$ cat src/rtl/ahb2apb_bridge.sv
// ----------------------------------------------------------------------------
// ahb2apb_bridge
//
// Single-clock AHB-Lite slave to APB master bridge. Every accepted NONSEQ/SEQ
// AHB transfer becomes exactly one APB SETUP + ACCESS pair. The target slave is
// chosen by the 4-bit index HADDR[DEC_LSB+3:DEC_LSB]. Indices at or above
// NUM_SLV get a two-cycle AHB ERROR response and no APB cycle is issued.
//
// Handshake: an AHB address phase is taken when HSEL & HTRANS[1] & HREADY is
// high while the bridge is in IDLE, DONE or ERR2. In every other state
// HREADYOUT is low, which holds off the master until the transfer completes.
// There is no PREADY; ACCESS always lasts one cycle.
//
// Ports
//   PCLK, PRST_N   shared AHB/APB clock, asynchronous active-low reset
//   HSEL, HTRANS, HWRITE, HADDR, HWDATA, HREADY   AHB-Lite slave inputs
//   HREADYOUT, HRESP, HRDATA                      AHB-Lite slave outputs
//   PSEL (one-hot), PENABLE, PWRITE, PADDR, PWDATA APB master outputs
//   PRDATA_BUS     slave i read data in bits [32i+31:32i]
//   dbg_state      current FSM state, for observation only
// ----------------------------------------------------------------------------
module ahb2apb_bridge #(
    parameter int NUM_SLV = 4,
    parameter int DEC_LSB = 12
) (
    input  logic                   PCLK,
    input  logic                   PRST_N,
    input  logic                   HSEL,
    input  logic [1:0]             HTRANS,
    input  logic                   HWRITE,
    input  logic [31:0]            HADDR,
    input  logic [31:0]            HWDATA,
    input  logic                   HREADY,
    output logic                   HREADYOUT,
    output logic [1:0]             HRESP,
    output logic [31:0]            HRDATA,
    output logic [NUM_SLV-1:0]     PSEL,
    output logic                   PENABLE,
    output logic                   PWRITE,
    output logic [31:0]            PADDR,
    output logic [31:0]            PWDATA,
    input  logic [NUM_SLV*32-1:0]  PRDATA_BUS,
    output logic [2:0]             dbg_state
);

    typedef enum logic [2:0] {
        S_IDLE   = 3'd0,
        S_WDATA  = 3'd1,
        S_SETUP  = 3'd2,
        S_ACCESS = 3'd3,
        S_DONE   = 3'd4,
        S_ERR1   = 3'd5,
        S_ERR2   = 3'd6
    } state_t;

    // Widened to 5 bits so NUM_SLV=16 compares correctly against a 4-bit index.
    localparam logic [4:0] NUM_SLV_W = 5'(NUM_SLV);

    state_t      state;
    state_t      state_nxt;
    logic [3:0]  idx;
    logic [3:0]  addr_idx;
    logic        accept;
    logic        take;
    logic        sel_active;
    logic [31:0] rd_slice;
    state_t      accept_nxt;

    // HTRANS[0] only distinguishes NONSEQ from SEQ, which the bridge treats alike.
    logic        unused_htrans0;
    assign unused_htrans0 = HTRANS[0];

    assign addr_idx  = HADDR[DEC_LSB+3:DEC_LSB];
    assign accept    = HSEL & HTRANS[1] & HREADY;
    assign dbg_state = state;

    // Destination of a freshly accepted address phase.
    always_comb begin
        accept_nxt = S_SETUP;
        if ({1'b0, addr_idx} >= NUM_SLV_W) begin
            accept_nxt = S_ERR1;
        end else if (HWRITE) begin
            accept_nxt = S_WDATA;
        end
    end

    // Next state and state-decoded outputs.
    always_comb begin
        state_nxt  = state;
        HREADYOUT  = 1'b1;
        HRESP      = 2'b00;
        PENABLE    = 1'b0;
        sel_active = 1'b0;
        take       = 1'b0;
        case (state)
            S_IDLE, S_DONE: begin
                take = accept;
                if (accept) state_nxt = accept_nxt;
                else        state_nxt = S_IDLE;
            end
            S_WDATA: begin
                HREADYOUT = 1'b0;
                state_nxt = S_SETUP;
            end
            S_SETUP: begin
                HREADYOUT  = 1'b0;
                sel_active = 1'b1;
                state_nxt  = S_ACCESS;
            end
            S_ACCESS: begin
                HREADYOUT  = 1'b0;
                sel_active = 1'b1;
                PENABLE    = 1'b1;
                state_nxt  = S_DONE;
            end
            S_ERR1: begin
                HREADYOUT = 1'b0;
                HRESP     = 2'b01;
                state_nxt = S_ERR2;
            end
            S_ERR2: begin
                HRESP = 2'b01;
                take  = accept;
                if (accept) state_nxt = accept_nxt;
                else        state_nxt = S_IDLE;
            end
            default: begin
                state_nxt = S_IDLE;
            end
        endcase
    end

    // One-hot select; idx is always a valid slave while sel_active is high.
    always_comb begin
        PSEL = '0;
        for (int i = 0; i < NUM_SLV; i++) begin
            if (sel_active && (idx == 4'(i))) PSEL[i] = 1'b1;
        end
    end

    // Read-data mux over the slave bus.
    always_comb begin
        rd_slice = '0;
        for (int i = 0; i < NUM_SLV; i++) begin
            if (idx == 4'(i)) rd_slice = PRDATA_BUS[i*32 +: 32];
        end
    end

    always_ff @(posedge PCLK or negedge PRST_N) begin
        if (!PRST_N) begin
            state  <= S_IDLE;
            idx    <= '0;
            PADDR  <= '0;
            PWRITE <= 1'b0;
            PWDATA <= '0;
            HRDATA <= '0;
        end else begin
            state <= state_nxt;
            if (take) begin
                PADDR  <= HADDR;
                PWRITE <= HWRITE;
                idx    <= addr_idx;
            end
            // HWDATA is valid in the AHB data phase, which is the WDATA cycle.
            if (state == S_WDATA) begin
                PWDATA <= HWDATA;
            end
            if ((state == S_ACCESS) && !PWRITE) begin
                HRDATA <= rd_slice;
            end
        end
    end

endmodule

$ cat config.mk
export PLATFORM = sky130hd
export DESIGN_NAME = ahb2apb_bridge
export DESIGN_NICKNAME = d
export VERILOG_FILES = /design/src/rtl/ahb2apb_bridge.sv
export SDC_FILE = /design/constraint.sdc
export NUM_CORES = 1
export LEC_CHECK = 0
export CAP_MARGIN = 10
export CORE_AREA = 5 5 115 117
export DETAILED_ROUTE_END_ITERATION = 8
export DIE_AREA = 0 0 120 122
export DONT_BUFFER_PORTS = 1
export GPL_TIMING_DRIVEN = 0
export PLACE_DENSITY = 0.52
export RECOVER_POWER = 25
export REMOVE_ABC_BUFFERS = 1
export SKIP_CTS_REPAIR_TIMING = 1
export SYNTH_ARGS = -nofsm -noshare
export SYNTH_HDL_FRONTEND = slang
export SYNTH_SLANG_ARGS = --single-unit
$ cat constraint.sdc
create_clock -name PCLK -period 2.1 [get_ports PCLK]
set_input_delay 0.525 -clock PCLK [delete_from_list [all_inputs] [get_ports PCLK]]
set_output_delay 0.525 -clock PCLK [all_outputs]
set_load 0.02 [all_outputs]
; Yosys cells after proc, flatten, opt, wreduce, memory -nomap -nowiden
; Index checks and enable logic that the tools add are counted.
[totals]
reg_bits = 104
out_inout_bits = 108
word_cells = 47
[op_classes]
magnitude_cmp = 1
eq_ne = 9
muxes = 17
bitwise_logic = 2
n_reduce_logical = 12
[ops]
columns = op, count
row1 = $mux 32, 4
row2 = $pmux 3 s5, 1
row3 = $eq 3x3->1 const B, 3
row4 = $mux 1, 9
row5 = $eq 4x2->1 const B, 2
row6 = $eq 3x2->1 const B, 2
row7 = $mux 3, 2
row8 = $logic_and 1x1->1, 5
row9 = $eq 4x1->1 const B, 1
row10 = $ge 4x3->1 const B, 1
row11 = $logic_not 4->1, 1
row12 = $reduce_or 2->1, 2
row13 = $reduce_or 4->1, 1
row14 = $eq 3x1->1 const B, 1
row15 = $logic_not 3->1, 1
row16 = $reduce_or 3->1, 1
row17 = $and 1x1->1, 2
row18 = $mux 2, 1
row19 = $logic_not 1->1, 1

; Depth between registers and ports, before layout
[depth]
ltp_word = 5
mapped_depth = 6
depth_no_buf = 4

; Least setup slack after synthesis
; OpenSTA, ideal clock, no wires.
[synth_path]
path_type = register to output
startpoint = register idx[1]
endpoint = output PSEL[2]
arrival_ns = 1.676
path_slack_ns = -0.101
stages_incl_launch_ff = 4
n_path_buf = 1
cell_sequence = dfrtp_1 clkinv_1 clkbuf_1 nor4_1
[synth_between]
elab_chain_cells = 3
[synth_rtl]
columns = element, line_no
row1 = start: declaration, 61  ; logic [3:0] idx;
row2 = start signal: assignment, 162  ; idx <= addr_idx;
row3 = $eq 4x2->1, 137  ; if (sel_active && (idx == 4'(i))) PSEL[i] = 1'b1;
row4 = $logic_and 1x1->1, 137
row5 = $mux 1, 137
row6 = end: declaration, 37  ; output logic [NUM_SLV-1:0] PSEL,
; Every way passes these cells.

; Final worst setup path
[layout_path]
startpoint = register state[2], in the netlist dbg_state[2]
endpoint = output PSEL[0]
[layout_between]
elab_chain_cells = 5
elab_cells_between_ends = 6
classes_between = eq/ne: 2 / mux: 2 / reduce/logical: 2
[layout_rtl]
columns = element, line_no
row1 = start: declaration, 59  ; state_t state;
row2 = start signal: assignment, 158  ; state <= state_nxt;
row3 = $eq 3x2->1, 95  ; case (state)
row4 = $reduce_or 2->1 (no source line) (*), n/a
row5 = $mux 1 (*), 95
row6 = $logic_and 1x1->1 (*), 137
row7 = $mux 1 (*), 137
; Every way passes the cells marked *; elsewhere a longest branch is shown, timed or not.

==> flow_summary.yaml <==
cts:
  cts_tree: "done"
  clock_sinks: 100
  insertion_delay_ns: 0.35
  cts_root_buf: "clkbuf_16"
  htreeDepth: 3
  clk_pin_slew_ns: 0.07
  clockBufferDepth: 2
  cts_buffers: 9
grt:
  antenna_found_initial: 1
  first_global_vias: 3053
  grt-ovfl-total: 0
  grt_use_total: 0.162
  grt_pass1_wl_microns: 18100
  grt_max_degree: 101
synthesis:
  synth_largest_area_cell: "dfrtp_1"
  syn_inst: 339
  syn_avg_cell_area_sq_um: 13.9
  synth_top_area_frac: 0.531
  synth_seq_area_share: 0.531
  yosys_warnings: 0
  ys_types: 35
  synthTopCellsByArea: "dfrtp_1 53%, mux4_2 9.6%, mux2_2 9.3%"
  synth_area_sq_um: 4710
  ys_ff_latch: 100
routing:
  dr.first_iter.drc_count: 158
  num_vias: 2929
  routed_via_density: 5.97
  totalWireLength_microns: 12900
  dr.pass1.iters: 4
  drc: 0
  drt-wirelength-per-cell_microns: 26.2
  drtAntennaViolNets: 0
placement:
  port_buffers: 0
  placedCellCount: 464
  dpl.hpwl_microns: 9350
  gp_congestion: 0.716
floorplanning:
  coreArea_sq_um: 12300
  die_area_sq_um: 14600
  die_height_microns: 122
  ios: 307
  fp-row-count: 41
  die_w_microns: 120
  start_util: 0.384
pwr:
  p_leak_nw: 2.12
  swShare: 0.435
  p_comb_frac: 0.312
  p_int_w: 0.00529
  power.density_nw_per_um2: 1810
  peakVddDrop_mv: 0.728
  netSwitchingPower_w: 0.00408
  clockPowerShare: 0.172
  power_frac_seq: 0.516
timing:
  fmax_mhz: 469
  worst_pin_slew_ns: 0.929
  hold_viol_final: 100
  rsz0062_at_grt: "true"
  worst_slack_ns: -0.0308
  hold_slack_ns: -0.133
  setup_viol: 1
  relSlewSlack: 0.378
  finalClockSkew_ns: 0.00701
  slew_viol_final: 0
  final.setup.tns_ns: -0.0308
  min_period_over_period: 1.01
  min_period_ns: 2.13
critical_path:
  cpMaxStageDelayCell: "dfrtp_2"
  arrival_ns: 1.61
  cp-start-kind: "flop"
  slowest_delay_ns: 0.53
  crit_fanout: 7
  timing.rr.start: "dbg_state[0]"
  cp_cell_sequence: "nand2b_4 -> nor4_4"
  crit_required_ns: 1.57
  worst-path-buf-inv: 0
  crit_type: "flop to output pin"
  path_delay_family: "simple AND/OR/NAND/NOR gates"
  crit_path_end_kind: "output pin"
  setup.worst_path.start: "dbg_state[2]"
run_status:
  outcome: "finished, violations left"
  violations: "hold timing, setup timing"
worst_hold_path:
  worst_hold_path_type: "input pin to async pin"
finish:
  area_delta_synth_final_pct: 10.1
  stdcell_count: 491
  final_nets: 534
  fill_cells: 1121
  drive_gt1_frac: 0.332
job:
  maxCapViolCount: 0
## metrics by stage
stage	cell area, sq um	power (W)	setup slack, ns	utilization
floorplan	4520	0.00671	-0.767	-
global placement	4710	0.00741	-1.40	0.384
detailed placement	4730	0.00753	-1.49	0.386
CTS	5020	0.00917	-1.86	0.410
global route	5190	0.00994	-0.0796	0.423
finish	5190	0.00937	-0.0308	0.423
## sequential cells by signal, summed over array words and instances, names as in the netlist
| register | flops |
|---|---|
| PWRITE | 1 |
| dbg_state | 3 |
| idx | 3 |
| HRDATA | 32 |
| PADDR | 29 |
| PWDATA | 32 |
## worst paths after layout
kind / end / slack (ns) / cells after the start
worst max-delay path: PSEL[0] / -0.03 / 2
worst min-delay path: HRDATA[12] / -0.13 / 0
worst max register to register: PADDR[17] / 0.17 / 3
worst min register to register: dbg_state[0] / 0.64 / 1
max in group asynchronous: dbg_state[2] / 2.07 / 0
min in group PCLK: idx[1] / 0.31 / 2
## kinds of logic after synthesis
| group | count (synthesis) | synth area share |
|---|---|---|
| muxes | 84 | 0.249 |
| DFF | 100 | 0.531 |
| and+or+nand+nor | 52 | 0.0722 |
| AOI/OAI and AO/OA | 74 | 0.105 |
| other | 1 | 0.000796 |
| buffers and inverters | 28 | 0.0425 |
## power by group through the flow
stage | registers [W] | clock network (W) | logic [W]
6_report | 0.00484 | 0.00161 | 0.00292
5_1_grt | 0.00496 | 0.00177 | 0.00321
4_1_cts | 0.00491 | 0.00167 | 0.00259
3_5_place_dp | 0.00495 | 0 | 0.00258
3_3_place_gp | 0.00504 | 0 | 0.00237
2_1_floorplan | 0.00466 | 0 | 0.00205
## cell usage after synthesis
master	n
dfrtp_1	100
mux2_2	39
a21oi_1	26
mux2_1	25
mux4_2	20
a22o_1	19
or3_1	14
a21boi_0	13
nor2_1	13
o22ai_1	12
buf_2	10
buf_6	10
nand2_1	4
and2_1	3
nand2b_1	3
o21ai_0	3
buf_1	2
buf_4	2
clkbuf_1	2
nor2_8	2
nor2b_1	2
nor4_1	2
and3_1	1
and4_1	1
clkinv_1	1
conb_1	1
inv_2	1
nand3_1	1
nand3b_4	1
nand4b_2	1
nor2_2	1
nor3b_2	1
o221ai_1	1
or2_1	1
or2_2	1
## layout by cell type, fill, tap and decap left out, types with 2 or more instances in the layout
cell type,synthesis,layout
a21boi_0,13,12
a21oi_1,26,26
a22o_1,19,19
and2_1,3,2
buf_4,2,7
clkbuf_16,0,9
clkinvlp_4,0,3
dfrtp_1,100,93
dfrtp_2,0,5
dfrtp_4,0,2
inv_6,0,3
mux2_1,25,25
mux2_2,39,39
mux4_2,20,20
nand2_1,4,4
nor2_1,13,12
nor2_4,0,2
nor2_8,2,2
nor4_4,0,2
o21ai_0,3,3
o22ai_1,12,12
or3_1,14,14
## final cells by class
| class | count | area, sq um | area share |
|---|---|---|---|
| clock inverter | 6 | 52.6 | 0.0101 |
| antenna | 1 | 2.50 | 0.000483 |
| sequential | 100 | 2520 | 0.485 |
| clock buffer | 10 | 239 | 0.0461 |
| timing repair buffer | 9 | 83.8 | 0.0162 |
| tap | 150 | 188 | 0.0362 |
| timing repair inverter | 1 | 5.00 | 0.000965 |
| multi-input combinational | 212 | 2090 | 0.403 |
| inverter | 2 | 11.3 | 0.00217 |
## per-layer routing
metal,vias up,global-route usage,part of all wire
met5,-,0,0
met4,0,0.0766,0.020
met3,20,0.0599,0.097
met2,187,0.264,0.52
met1,1460,0.192,0.37
li1,1262,-,-
No activity file was read; power rests on OpenSTA's default activity.
